**config.mk**
```make
export PLATFORM = sky130hd
export DESIGN_NAME = speed_loop_seq_flat
export DESIGN_NICKNAME = d
export VERILOG_FILES = /design/src/rtl/speed_ctrl_pkg.sv /design/src/rtl/speed_loop_seq_if.sv /design/src/rtl/speed_loop_seq_cmp.sv /design/src/rtl/speed_loop_seq.sv /design/src/flat_wrapper.sv
export SDC_FILE = /design/constraint.sdc
export NUM_CORES = 1
export LEC_CHECK = 0
export ABC_CLOCK_PERIOD_IN_PS = 7800
export BUFFER_PORTS_ARGS = -buffer_cell sky130_fd_sc_hd__buf_2
export CAP_MARGIN = 25
export CORE_ASPECT_RATIO = 0.5
export CORE_MARGIN = 4
export CORE_UTILIZATION = 50
export DETAILED_ROUTE_END_ITERATION = 7
export GPL_TIMING_DRIVEN = 0
export PLACE_DENSITY = 0.77
export RECOVER_POWER = 100
export SLEW_MARGIN = 0
export SYNTH_ARGS = -nofsm -noshare
export SYNTH_HDL_FRONTEND = slang
export SYNTH_SLANG_ARGS = --single-unit
```
**constraint.sdc**
```tcl
create_clock -name clk -period 7.8 [get_ports clk]
set_input_delay 1.17 -clock clk [delete_from_list [all_inputs] [get_ports clk]]
set_output_delay 1.17 -clock clk [all_outputs]
set_load 0.02 [all_outputs]
```
**src/rtl/speed_ctrl_pkg.sv**
```systemverilog
// speed_ctrl_pkg: shared types, widths and duty stepping rule for the speed-control loop
package speed_ctrl_pkg;
   typedef enum logic [1:0] {IDLE, LOAD, COMPARE, UPDATE} state_t;
   localparam int CH_W = 3;
   localparam int DUTY_W = 8;
   function automatic logic [DUTY_W-1:0] step_duty(
      input logic [DUTY_W-1:0] duty,
      input logic [DUTY_W-1:0] set,
      input logic              lt,
      input logic              gt,
      input logic              eq,
      input logic [DUTY_W-1:0] step,
      input logic [DUTY_W-1:0] max_duty
   );
      logic [DUTY_W:0] up, dn;
      up = {1'b0, duty} + {1'b0, step};
      dn = {1'b0, duty} - {1'b0, step};
      if (set == '0) return '0;
      if (eq) return duty;
      if (lt) return (up > {1'b0, max_duty}) ? max_duty : up[DUTY_W-1:0];
      if (gt) return dn[DUTY_W] ? '0 : dn[DUTY_W-1:0];
      return duty;
   endfunction
endpackage

```
**src/rtl/speed_loop_seq_if.sv**
```systemverilog
// speed_loop_seq_if: setpoint/measured in, duty and update strobes out
interface speed_loop_seq_if #(parameter int NUM_CH = 2);
   import speed_ctrl_pkg::*;
   logic                     en;
   logic [DUTY_W*NUM_CH-1:0] setpoint;
   logic [DUTY_W*NUM_CH-1:0] measured;
   logic [DUTY_W*NUM_CH-1:0] duty;
   logic                     busy;
   logic                     upd_valid;
   logic [CH_W-1:0]          upd_ch;
   modport master (output en, setpoint, measured, input duty, busy, upd_valid, upd_ch);
   modport slave (input en, setpoint, measured, output duty, busy, upd_valid, upd_ch);
endinterface

```
**src/rtl/speed_loop_seq_cmp.sv**
```systemverilog
// speed_loop_seq_cmp: 8-bit magnitude comparator with sticky result flags
module speed_loop_seq_cmp
   import speed_ctrl_pkg::*;
(
   input  logic              clk,
   input  logic              reset,
   input  logic              en,
   input  logic [DUTY_W-1:0] in1,
   input  logic [DUTY_W-1:0] in2,
   output logic              less_than,
   output logic              greater_than,
   output logic              equal
);
   // flags accumulate until cleared, so the user must reset before each new operand pair
   always_ff @(posedge clk) begin
      if (reset) begin
         less_than <= 1'b0;
         greater_than <= 1'b0;
         equal <= 1'b0;
      end else if (en) begin
         less_than <= less_than | (in1 < in2);
         greater_than <= greater_than | (in1 > in2);
         equal <= equal | (in1 == in2);
      end
   end
endmodule

```
**src/rtl/speed_loop_seq.sv**
```systemverilog
// speed_loop_seq: once per period, sweeps channels through one shared comparator and steps duty
module speed_loop_seq
   import speed_ctrl_pkg::*;
#(
   parameter int NUM_CH   = 2,
   parameter int PERIOD   = 1000,
   parameter int STEP     = 1,
   parameter int MAX_DUTY = 255
) (
   input  logic clk,
   input  logic reset,
   speed_loop_seq_if.slave bus
);
   localparam int CNT_W = $clog2(PERIOD);
   state_t                   state, state_n;
   logic [CH_W-1:0]          ch, ch_n;
   logic [CNT_W-1:0]         cnt;
   logic [DUTY_W-1:0]        op_meas, op_set, cur_duty, new_duty;
   logic [DUTY_W*NUM_CH-1:0] duty_q;
   logic                     tick, last, wr, cmp_reset, lt, gt, eq;
   assign tick = bus.en && cnt == CNT_W'(PERIOD - 1);
   assign last = ch == CH_W'(NUM_CH - 1);
   assign wr = bus.en && state == UPDATE;
   assign cmp_reset = reset || state == LOAD;
   assign cur_duty = duty_q[ch*DUTY_W +: DUTY_W];
   assign new_duty = step_duty(cur_duty, op_set, lt, gt, eq, DUTY_W'(STEP), DUTY_W'(MAX_DUTY));
   assign bus.duty = duty_q;
   assign bus.busy = state != IDLE;
   assign bus.upd_valid = wr;
   assign bus.upd_ch = wr ? ch : '0;
   speed_loop_seq_cmp u_cmp (
      .clk(clk),
      .reset(cmp_reset),
      .en(state == COMPARE),
      .in1(op_meas),
      .in2(op_set),
      .less_than(lt),
      .greater_than(gt),
      .equal(eq)
   );
   // sequence LOAD/COMPARE/UPDATE per channel; dropping en aborts the sweep immediately
   always_comb begin
      state_n = state;
      ch_n = ch;
      case (state)
         IDLE: begin
            state_n = tick ? LOAD : IDLE;
            ch_n = tick ? '0 : ch;
         end
         LOAD: state_n = COMPARE;
         COMPARE: state_n = UPDATE;
         UPDATE: begin
            state_n = last ? IDLE : LOAD;
            ch_n = last ? ch : ch + 1'b1;
         end
         default: state_n = IDLE;
      endcase
      if (!bus.en) state_n = IDLE;
   end
   // control registers: FSM state, channel index and the period counter
   always_ff @(posedge clk) begin
      if (reset) begin
         state <= IDLE;
         ch <= '0;
         cnt <= '0;
      end else begin
         state <= state_n;
         ch <= ch_n;
         cnt <= (!bus.en || tick) ? '0 : cnt + 1'b1;
      end
   end
   // operands frozen in LOAD so input changes mid-compare are ignored; duty written only in UPDATE
   always_ff @(posedge clk) begin
      if (reset) begin
         op_meas <= '0;
         op_set <= '0;
         duty_q <= '0;
      end else begin
         if (state == LOAD) begin
            op_meas <= bus.measured[ch*DUTY_W +: DUTY_W];
            op_set <= bus.setpoint[ch*DUTY_W +: DUTY_W];
         end
         if (wr) duty_q[ch*DUTY_W +: DUTY_W] <= new_duty;
      end
   end
endmodule
```
**src/flat_wrapper.sv**
```systemverilog
// flat-port wrapper written by rule: the top's interface ports become plain ports
module speed_loop_seq_flat import speed_ctrl_pkg::*;
#(
   parameter int NUM_CH   = 2,
   parameter int PERIOD   = 1000,
   parameter int STEP     = 1,
   parameter int MAX_DUTY = 255
)
  (clk, reset, bus_en, bus_setpoint, bus_measured, bus_duty, bus_busy, bus_upd_valid, bus_upd_ch);
  speed_loop_seq_if #(.NUM_CH(NUM_CH)) bus_i ();
  input  logic clk;
  input  logic reset;
  input wire logic [$bits(bus_i.en)-1:0] bus_en;
  input wire logic [$bits(bus_i.setpoint)-1:0] bus_setpoint;
  input wire logic [$bits(bus_i.measured)-1:0] bus_measured;
  output wire logic [$bits(bus_i.duty)-1:0] bus_duty;
  output wire logic [$bits(bus_i.busy)-1:0] bus_busy;
  output wire logic [$bits(bus_i.upd_valid)-1:0] bus_upd_valid;
  output wire logic [$bits(bus_i.upd_ch)-1:0] bus_upd_ch;
  assign bus_i.en = bus_en;
  assign bus_i.setpoint = bus_setpoint;
  assign bus_i.measured = bus_measured;
  assign bus_duty = bus_i.duty;
  assign bus_busy = bus_i.busy;
  assign bus_upd_valid = bus_i.upd_valid;
  assign bus_upd_ch = bus_i.upd_ch;
  speed_loop_seq #(.NUM_CH(NUM_CH), .PERIOD(PERIOD), .STEP(STEP), .MAX_DUTY(MAX_DUTY)) u_core (.clk(clk), .reset(reset), .bus(bus_i));
endmodule
```
; ---- After elaboration in Yosys (flattened, before gate mapping)
; Index checks and enable logic that the tools add are counted.
; Widths: inputs -> output; s select.
[word_totals]
regBits = 50
input_bits = 35
elab_cells = 74
[op_classes]
add_sub_neg = 5
magnitude_cmp = 3
n_eq_ne = 8
shifts = 5
mux = 28
bitwise = 4
n_reduce_logical = 12
[op_table]
columns = cell, count
row1 = $mux 8, 10
row2 = $shiftx 16x7->8, 3
row3 = $neg 6->34, 1
row4 = $shift 8x34->16 const A, 1
row5 = $shiftx 8x34->16, 1
row6 = $bwmux 16, 1
row7 = $mux 1, 12
row8 = $add 10x1->10 const B, 1
row9 = $eq 10x10->1 const B, 1
row10 = $add 8x1->9 const B, 1
row11 = $gt 9x8->1 const B, 1
row12 = $mux 3, 3
row13 = $sub 8x1->9 const B, 1
row14 = $eq 8x8->1, 1
row15 = $gt 8x8->1, 1
row16 = $logic_not 8->1, 1
row17 = $lt 8x8->1, 1
row18 = $pmux 2 s4, 1
row19 = $pmux 3 s2, 1
row20 = $eq 2x2->1 const B, 2
row21 = $reduce_bool 2->1, 2
row22 = $reduce_or 2->1, 2
row23 = $add 3x1->3 const B, 1
row24 = $eq 3x1->1 const B, 1
row25 = 10 further kinds, 14

; ---- Longest topological paths before layout
; Gate-level depths: netlist of the first run.
[logic_depth]
ltp_word = 14
ltp_mapped = 13
ltp_nobuf = 10

; ---- Hierarchy
; From an unflattened synthesis of the first run, not the netlist that was laid out.
[hier_totals]
cells_unflattened = 376
hier_area_um2 = 3114.2
[modules_own_cells]
columns = mod, n_inst, cells_per_inst, area_each_um2, seq_area_each_um2
row1 = speed_loop_seq, 1, 337, 2805.2, 940.9
row2 = speed_loop_seq_cmp, 1, 39, 309.0, 60.1

; ---- Least setup slack after synthesis of the first run
; Ideal clock, no wire load.
[synth_path]
path_kind = register to register
start = register u_core.ch[0]
end = register u_core.duty_q[3] (netlist: u_core.bus.duty[3])
setup_time_ns = 0.116
arrival_ns = 3.058
t_required_ns = 7.684
slack_ns = 4.626
stages_incl_launch_ff = 14
path_buffers = 4
period_less_slack_ns = 3.174
path_cell_list = dfxtp_1 buf_6 buf_6 buf_2 buf_2 inv_1 ha_1 inv_1 ha_1 or3_1 nor3_4 nand2b_1 or3b_1 o211a_1
[synth_via]
elab_chain_len = 12
elab_cells_between_ends = 17
cone_classes = add/sub: 3 / order compare: 1 / shift: 3 / mux: 10
[synth_rtl]
columns = element, line
row1 = "start, declared", speed_loop_seq.sv:16  ; logic [CH_W-1:0] ch, ch_n;
row2 = "start signal, assigned", speed_loop_seq.sv:68  ; ch <= ch_n;
row3 = $shiftx 16x7->8, speed_loop_seq.sv:25  ; assign cur_duty = duty_q[ch*DUTY_W +: DUTY_W];
row4 = $add 8x1->9, speed_ctrl_pkg.sv:16  ; up = {1'b0, duty} + {1'b0, step};
row5 = $gt 9x8->1, speed_ctrl_pkg.sv:20  ; if (lt) return (up > {1'b0, max_duty}) ? max_duty : up[DUTY_W-1:0];
row6 = $mux 8 (2 in a row), speed_ctrl_pkg.sv:20
row7 = $mux 8, speed_ctrl_pkg.sv:21  ; if (gt) return dn[DUTY_W] ? '0 : dn[DUTY_W-1:0];
row8 = $mux 8, speed_ctrl_pkg.sv:22  ; return duty;
row9 = $mux 8, speed_ctrl_pkg.sv:21
row10 = $mux 8, speed_ctrl_pkg.sv:20
row11 = $mux 8, speed_ctrl_pkg.sv:19  ; if (eq) return duty;
row12 = $shiftx 8x34->16, speed_loop_seq.sv:83  ; if (wr) duty_q[ch*DUTY_W +: DUTY_W] <= new_duty;
row13 = $bwmux 16 *, speed_loop_seq.sv:83
row14 = "end signal, assigned by index", speed_loop_seq.sv:83
row15 = "end, declared", speed_loop_seq.sv:19  ; logic [DUTY_W*NUM_CH-1:0] duty_q;
; Mark *: on every way between the ends. The rest lies on a longest branch, timed or not.
; A chain may end at the register's enable or synchronous reset.

; ---- Final worst setup path of the first run
; Ends and elaborated chain as after synthesis.

==> results.toml, run 1 <==
[timing]
final-setup-viol-count = 0
final_min_period_over_clock_period = 0.698
timing.final.crit_period_ps = 5440
max_slew_headroom_at_the_worst_pin = 0.406
worst-slew-pin-transition_ps = 884
finalHoldWorstSlack_ps = 463
final_hold_vios = 0
rsz_0062_raised_after_global_routing = "false"
setup-tns-final_ps = 0
fmax_achieved_ghz = 0.184
postLayoutSetupSlackWorst_ps = 2360
final-max-slew-violation-count = 0
fin_worst_skew_ps = 6.12

[floorplanning]
initial_core_util = 0.521
core_area_um2 = 6130
die_height_um = 64.5
die_outline_area_um2 = 7810
io_pins = 56
die_x_um = 121
floorplan.rows = 20

[place]
placement.io_buffers = 54
dp_worst_setup_slack_ps = 4140
place.gp.congestion = 0.941
place.detailed.hpwl_mm = 5.90

[pwr]
total_leakage_power_nw = 1.38
p_int_mw = 0.426
sw_share = 0.203
net-switching-power_mw = 0.108
worst_vdd_ir_uv = 108
power.clock.fraction = 0.488
power_per_cell_area_nw_per_um2 = 144
power.share.sequential = 0.480
power.share.combinational = 0.033

[synth]
post_synth_instance_area_um2 = 3190
postSynthCellCount = 383
synth.mux.area_fraction = 0.101
postSynthNetCount = 439
dominant_combinational_cell_family_by_area_after_synthesis = "simple AND/OR/NAND/NOR gates"
synth-async-reset-ratio = 0
synth.yosys.seq_area_share = 0.313
synthTopCellsByCount = "50 x sky130_fd_sc_hd__dfxtp_1, 41 x sky130_fd_sc_hd__nand2_1, 30 x sky130_fd_sc_hd__nor2_1"
synth_compound_area_frac = 0.193
yosys.cell_count.top_type = "sky130_fd_sc_hd__dfxtp_1"
synth_ff_type = "sky130_fd_sc_hd__dfxtp_1"
synthTopCellsByArea = "sky130_fd_sc_hd__dfxtp_1 31%, sky130_fd_sc_hd__ha_1 8.2%, sky130_fd_sc_hd__mux2i_1 7.5%, sky130_fd_sc_hd__nand2_1 4.8%, sky130_fd_sc_hd__o21ai_0 3.9%"
yosysTopAreaCell = "sky130_fd_sc_hd__dfxtp_1"
ys_types = 61
postSynthRegisterBits = 50
synth_enable_flop_cells = 0
synth_area_per_cell_um2 = 8.34
adder_and_majority_cell_fraction_of_the_synthesized_area = 0.0823
yosys.area_share.simple = 0.227
ys.warnings.count = 0
synthXorXnorAreaFrac = 0.0219
synth_top_cell_area_share = 0.313

[clocking]
tritoncts = "yes"
cts-htree-levels = 2
clk-insertion-delay-late_ps = 290
ctsRootBufferMaster = "sky130_fd_sc_hd__clkbuf_16"
cts_hold_buffers = 0
cts.sink_count = 50
cts_post_setup_buffers_inserted = 0
ctsResizeCount = 0
cts-buffers-inserted = 5
clk_path_buf_depth = 2
clock_transition_at_the_registers_of_the_reported_paths_ps = 70

[worst_setup_path]
end_kind = "register"
cp-start-kind = "register"
beginning_of_the_worst_register_to_register_path = "u_core.ch[0]"
cp.required_ps = 7980
ff2ff_setup_slack_ps = 2360
crit_arrival_ps = 5630
worst_r2r_path_depth = 13
worstSetupPathType = "reg2reg"
critical_path.reg2reg.endpoint = "u_core.bus.duty[3]"
critical_path_peak_fanout = 10

[hold_path]
worst_hold_path_type = "reg2reg"
hold-path-endpoint = "u_core.op_meas[0]"
min_from = "u_core.op_meas[0]"
whs_path_depth = 2

[grt]
grt_antenna_before_repair = 0
number_of_global_route_vias_before_repair = 2721
first_pass_grt_wire_length_mm = 12.7
globalRoute.totalOverflow = 0
grt.total_usage = 0.202
grt_max_degree = 17

[routing]
antenna_violating_nets_post_route = 0
dr.first_iter.drc_count = 232
drt_drc_violations_left = 0
firstDrtPassIters = 5
route.vias.total = 3034
post_drt_wl_per_cell_um = 14.8
sum_of_routed_wire_length_over_all_layers_mm = 7.87
drt-vias-per-instance = 5.69

[cells_and_area]
multi_input_comb_area_um2 = 1990
number_of_fillers_in_the_final_layout = 575
seqCellArea_um2 = 1000
area_growth_pct = 15.7
finish.net_count = 500
finalCoreUtilization = 0.603
final_layout_size_suffix_gt1_frac = 0.128
antenna-diode-count = 0

[run]
max_cap_violations = 0

[run_status]
status = "finished clean"
[final cells by class]
class,instances,area share
Multi-Input combinational cell,293,0.538
Sequential cell,50,0.271
Timing Repair Buffer,54,0.0660
Clock buffer,6,0.0376
Tap cell,88,0.0298
Inverter,26,0.0264
Buffer,14,0.0213
Clock inverter,2,0.0105
[flip-flops by register name, summed over array words and instances (netlist names)]
| register | flops |
|---|---|
| u_core.ch | 3 |
| u_core.bus.duty | 16 |
| u_core.u_cmp.less_than | 1 |
| u_core.cnt | 10 |
| u_core.state | 2 |
| u_core.op_meas | 8 |
| u_core.u_cmp.equal | 1 |
| u_core.op_set | 8 |
| u_core.u_cmp.greater_than | 1 |
[kinds of logic (layout without fill, tap and decap cells)]
family / count (synthesis) / after routing
buf+inv: 40 / 102
xor+xnor: 8 / 8
flops: 50 / 50
fa+ha+maj: 21 / 21
mux: 29 / 29
simple gates: 142 / 142
compound gates: 93 / 93
[power by group through the flow]
| stage | Combinational [mW] | Clock [mW] | Sequential [mW] |
|---|---|---|---|
| final | 0.0174 | 0.260 | 0.256 |
| after global routing | 0.0197 | 0.272 | 0.256 |
| after CTS | 0.0177 | 0.261 | 0.256 |
| after detailed placement | 0.0176 | 0 | 0.262 |
| after global placement | 0.0172 | 0 | 0.262 |
| after floorplan | 0.00721 | 0 | 0.262 |
[cells in the final DEF, fill, tap and decap left out, types with 3 or more instances in the layout]
master and n:
sky130_fd_sc_hd__dfxtp_1 50, sky130_fd_sc_hd__nand2_1 41, sky130_fd_sc_hd__buf_2 33, sky130_fd_sc_hd__clkbuf_1 32, sky130_fd_sc_hd__nor2_1 30, sky130_fd_sc_hd__o21ai_0 29, sky130_fd_sc_hd__inv_1 25, sky130_fd_sc_hd__mux2i_1 24
sky130_fd_sc_hd__ha_1 21, sky130_fd_sc_hd__nand3_1 17, sky130_fd_sc_hd__a21oi_1 16, sky130_fd_sc_hd__nor3_1 11, sky130_fd_sc_hd__nand2b_1 7, sky130_fd_sc_hd__nand3b_1 6, sky130_fd_sc_hd__xor2_1 6, sky130_fd_sc_hd__or3_1 5
sky130_fd_sc_hd__o21ai_1 5, sky130_fd_sc_hd__clkbuf_16 5, sky130_fd_sc_hd__nand4_1 4, sky130_fd_sc_hd__or4_1 4, sky130_fd_sc_hd__o31ai_1 4, sky130_fd_sc_hd__a22o_1 4, sky130_fd_sc_hd__o21a_1 4, sky130_fd_sc_hd__and3_1 3
sky130_fd_sc_hd__a221o_1 3, sky130_fd_sc_hd__a31oi_1 3, sky130_fd_sc_hd__a21o_1 3
[critical path, stage by stage (launching register included)]
cell and delay, ps:
sky130_fd_sc_hd__dfxtp_1 480, sky130_fd_sc_hd__clkbuf_1 640, sky130_fd_sc_hd__clkbuf_1 430, sky130_fd_sc_hd__clkbuf_1 680, sky130_fd_sc_hd__clkbuf_1 610, sky130_fd_sc_hd__inv_1 190
sky130_fd_sc_hd__ha_1 240, sky130_fd_sc_hd__inv_1 50, sky130_fd_sc_hd__ha_1 230, sky130_fd_sc_hd__or3_1 310, sky130_fd_sc_hd__nor3_1 680, sky130_fd_sc_hd__nand2b_1 210
sky130_fd_sc_hd__or3b_1 360, sky130_fd_sc_hd__o211a_1 200
[routing by layer]
layer | wire [um] | vias up | GRT usage
li1 | - | 1493 | -
met3 | 565 | 12 | 0.0384
met2 | 3510 | 127 | 0.328
met5 | 0 | - | 0
met1 | 3690 | 1402 | 0.274
met4 | 101 | 0 | 0.0579
[per-stage QoR]
stage               instance area [um2]  std cells  total power [mW]
floorplan                          3190        383             0.269
global placement                   3570        525             0.279
detailed placement                 3570        525             0.280
CTS                                3750        533             0.535
global route                       3700        533             0.547
finish                             3700        533             0.534
[worst max-delay path by stage]
stage / startpoint / to / slack, ps / cells after the start
after floorplan: u_core.ch[0] / u_core.bus.duty[3] / 4630 / 13
after global placement: u_core.ch[0] / u_core.bus.duty[3] / 4180 / 13
after detailed placement: u_core.ch[0] / u_core.bus.duty[3] / 4140 / 13
after CTS: u_core.ch[0] / u_core.bus.duty[3] / 4120 / 13
after global routing: u_core.ch[0] / u_core.bus.duty[3] / 2040 / 13
final: u_core.ch[0] / u_core.bus.duty[3] / 2360 / 13
Power figures use the tool's default switching activity.
==> run 2, diff against run 1 <==
--- a/config.mk
+++ b/config.mk
@@ -5,7 +5,7 @@
 export SDC_FILE = /design/constraint.sdc
 export NUM_CORES = 1
 export LEC_CHECK = 0
-export ABC_CLOCK_PERIOD_IN_PS = 7800
+export ABC_CLOCK_PERIOD_IN_PS = 5400
 export BUFFER_PORTS_ARGS = -buffer_cell sky130_fd_sc_hd__buf_2
 export CAP_MARGIN = 25
 export CORE_ASPECT_RATIO = 0.5
==> constraint.sdc (replaced) <==
create_clock -name clk -period 5.4 [get_ports clk]
set_input_delay 0.81 -clock clk [delete_from_list [all_inputs] [get_ports clk]]
set_output_delay 0.81 -clock clk [all_outputs]
set_load 0.02 [all_outputs]
==> run 2 against run 1 <==
  * Worst setup slack lost 1300 ps
  * First-iteration DRC count fell by 5.2%
  * Fmax up 25%
  * Critical endpoint unchanged
==> results.toml, run 2 (same netlist as run 1, synthesis figures left out) <==
[worst_setup_path]
cp-start-kind = "register"
crit_start = "u_core.ch[0]"
critical_path.n_buffers_inverters = 6
worstSetupPathType = "reg2reg"
worst_r2r_path_depth = 13
end_kind = "register"
crit_path_cell_trace = "buf_6 -> clkbuf_1 -> clkbuf_1 -> buf_2 -> inv_1 -> ha_1 -> inv_1 -> ha_1 -> or3_1 -> nor3_4 -> nand2b_1 -> or3b_1 -> o211a_1"
cp.required_ps = 5580
crit_path_end = "u_core.bus.duty[3]"
cp_top_family = "buffers and inverters"
cpPeakStageDelay_ps = 680
crit_arrival_ps = 4540
beginning_of_the_worst_register_to_register_path = "u_core.ch[0]"
crit_path_top_delay_cell = "sky130_fd_sc_hd__clkbuf_1"
critical_path.reg2reg.endpoint = "u_core.bus.duty[3]"
ff2ff_setup_slack_ps = 1040
critical_path_peak_fanout = 10
worst-path-stages = 13

[clocking]
cts_hold_buffers = 0
cts_post_setup_buffers_inserted = 0
cts.sink_count = 50
ctsResizeCount = 0
clk-insertion-delay-late_ps = 290
cts-buffers-inserted = 5
ctsRootBufferMaster = "sky130_fd_sc_hd__clkbuf_16"
tritoncts = "yes"
cts-htree-levels = 2
clock_transition_at_the_registers_of_the_reported_paths_ps = 70
clk_path_buf_depth = 2

[timing]
worst-slew-pin-transition_ps = 828
fin_worst_skew_ps = 5.77
rsz_0062_raised_after_global_routing = "false"
final_min_period_over_clock_period = 0.807
fmax_achieved_ghz = 0.229
max_slew_headroom_at_the_worst_pin = 0.448
timing.final.crit_period_ps = 4360
final-setup-viol-count = 0
final-max-slew-violation-count = 0
setup-tns-final_ps = 0
final_hold_vios = 0

[cells_and_area]
multi_input_comb_area_um2 = 2000
finish.net_count = 500
finalNonFillerCells = 533
mostFrequentLayoutCells = "50 x sky130_fd_sc_hd__dfxtp_1, 41 x sky130_fd_sc_hd__nand2_1, 34 x sky130_fd_sc_hd__buf_2"
antenna-diode-count = 0
number_of_fillers_in_the_final_layout = 570
area_growth_pct = 16.4
final_layout_size_suffix_gt1_frac = 0.137
most_frequent_standard_cell_in_the_layout_excluding_fill_and_tap_cells = "sky130_fd_sc_hd__dfxtp_1"
seqCellArea_um2 = 1000
largest_reg_flops = 16
finalCoreUtilization = 0.606

[grt]
first_pass_grt_wire_length_mm = 12.7
globalRoute.totalOverflow = 0
number_of_global_route_vias_before_repair = 2721
grt_antenna_before_repair = 0
grt_max_degree = 17
grt.total_usage = 0.202

[pwr]
power.share.combinational = 0.033
power_per_cell_area_nw_per_um2 = 207
total_leakage_power_nw = 1.39
net-switching-power_mw = 0.155
sw_share = 0.202
p_int_mw = 0.615
power.share.sequential = 0.480
worst_vdd_ir_uv = 156
power.clock.fraction = 0.487

[floorplanning]
die_outline_area_um2 = 7810
initial_core_util = 0.521
die_height_um = 64.5
core_area_um2 = 6130
die_x_um = 121
floorplan.rows = 20
io_pins = 56

[routing]
route.vias.total = 3058
post_drt_wl_per_cell_um = 14.7
sum_of_routed_wire_length_over_all_layers_mm = 7.86
drt_drc_violations_left = 0
firstDrtPassIters = 6
antenna_violating_nets_post_route = 0
drt-vias-per-instance = 5.74
dr.first_iter.drc_count = 220

[hold_path]
worst_hold_path_type = "reg2reg"

[place]
placement.io_buffers = 54
place.detailed.hpwl_mm = 5.90
place.gp.congestion = 0.941
post-place-cells = 525

[run_status]
status = "finished clean"

[run]
max_cap_violations = 0
## run 2: area by class of cell
type / count / share of cell area
Tap cell: 88 / 0.0296
Multi-Input combinational cell: 293 / 0.538
Sequential cell: 50 / 0.269
Clock buffer: 6 / 0.0374
Timing Repair Buffer: 54 / 0.0656
Buffer: 14 / 0.0236
Inverter: 26 / 0.0263
Clock inverter: 2 / 0.0104
## run 2: worst min path at each step
stage | startpoint | endpoint | slack, ps | cells after the start
finish | u_core.op_meas[0] | u_core.op_meas[0] | 460 | 2
global route | u_core.op_meas[0] | u_core.op_meas[0] | 480 | 2
CTS | u_core.op_meas[0] | u_core.op_meas[0] | 460 | 2
detailed placement | u_core.op_meas[0] | u_core.op_meas[0] | 450 | 2
global placement | u_core.op_meas[0] | u_core.op_meas[0] | 440 | 2
floorplan | u_core.op_meas[0] | u_core.op_meas[0] | 430 | 2
## run 2: tightest hold or removal path, cell delays in order, from the launching register on
cell and delay, ps:
sky130_fd_sc_hd__dfxtp_1 320, sky130_fd_sc_hd__nand2_1 50, sky130_fd_sc_hd__o21ai_0 60
## run 2: metrics by stage
stage / worst slack (ps) / instance area [um2] / power, mW / hold slack [ps]
after detailed placement: 1740 / 3570 / 0.404 / 446
final: 1040 / 3720 / 0.770 / 463
after global placement: 1780 / 3570 / 0.403 / 435
after CTS: 1720 / 3750 / 0.773 / 462
after global routing: 830 / 3720 / 0.791 / 484
after floorplan: 2230 / 3190 / 0.389 / 425
## run 2: power by group through the flow
| stage | Clock [mW] | Sequential (mW) | Combinational, mW |
|---|---|---|---|
| 6_report | 0.375 | 0.370 | 0.0252 |
| 5_1_grt | 0.392 | 0.370 | 0.0286 |
| 3_5_place_dp | 0 | 0.378 | 0.0255 |
| 2_1_floorplan | 0 | 0.378 | 0.0104 |
| 3_3_place_gp | 0 | 0.378 | 0.0248 |
| 4_1_cts | 0.377 | 0.370 | 0.0256 |
## run 2: layer usage
layer  wire length, um  global-route usage  vias up
li1                  -                   -     1502
met1              3650               0.274     1398
met2              3490               0.328      144
met3               609              0.0384       14
met4               111              0.0579        0
met5                 0                   0        -
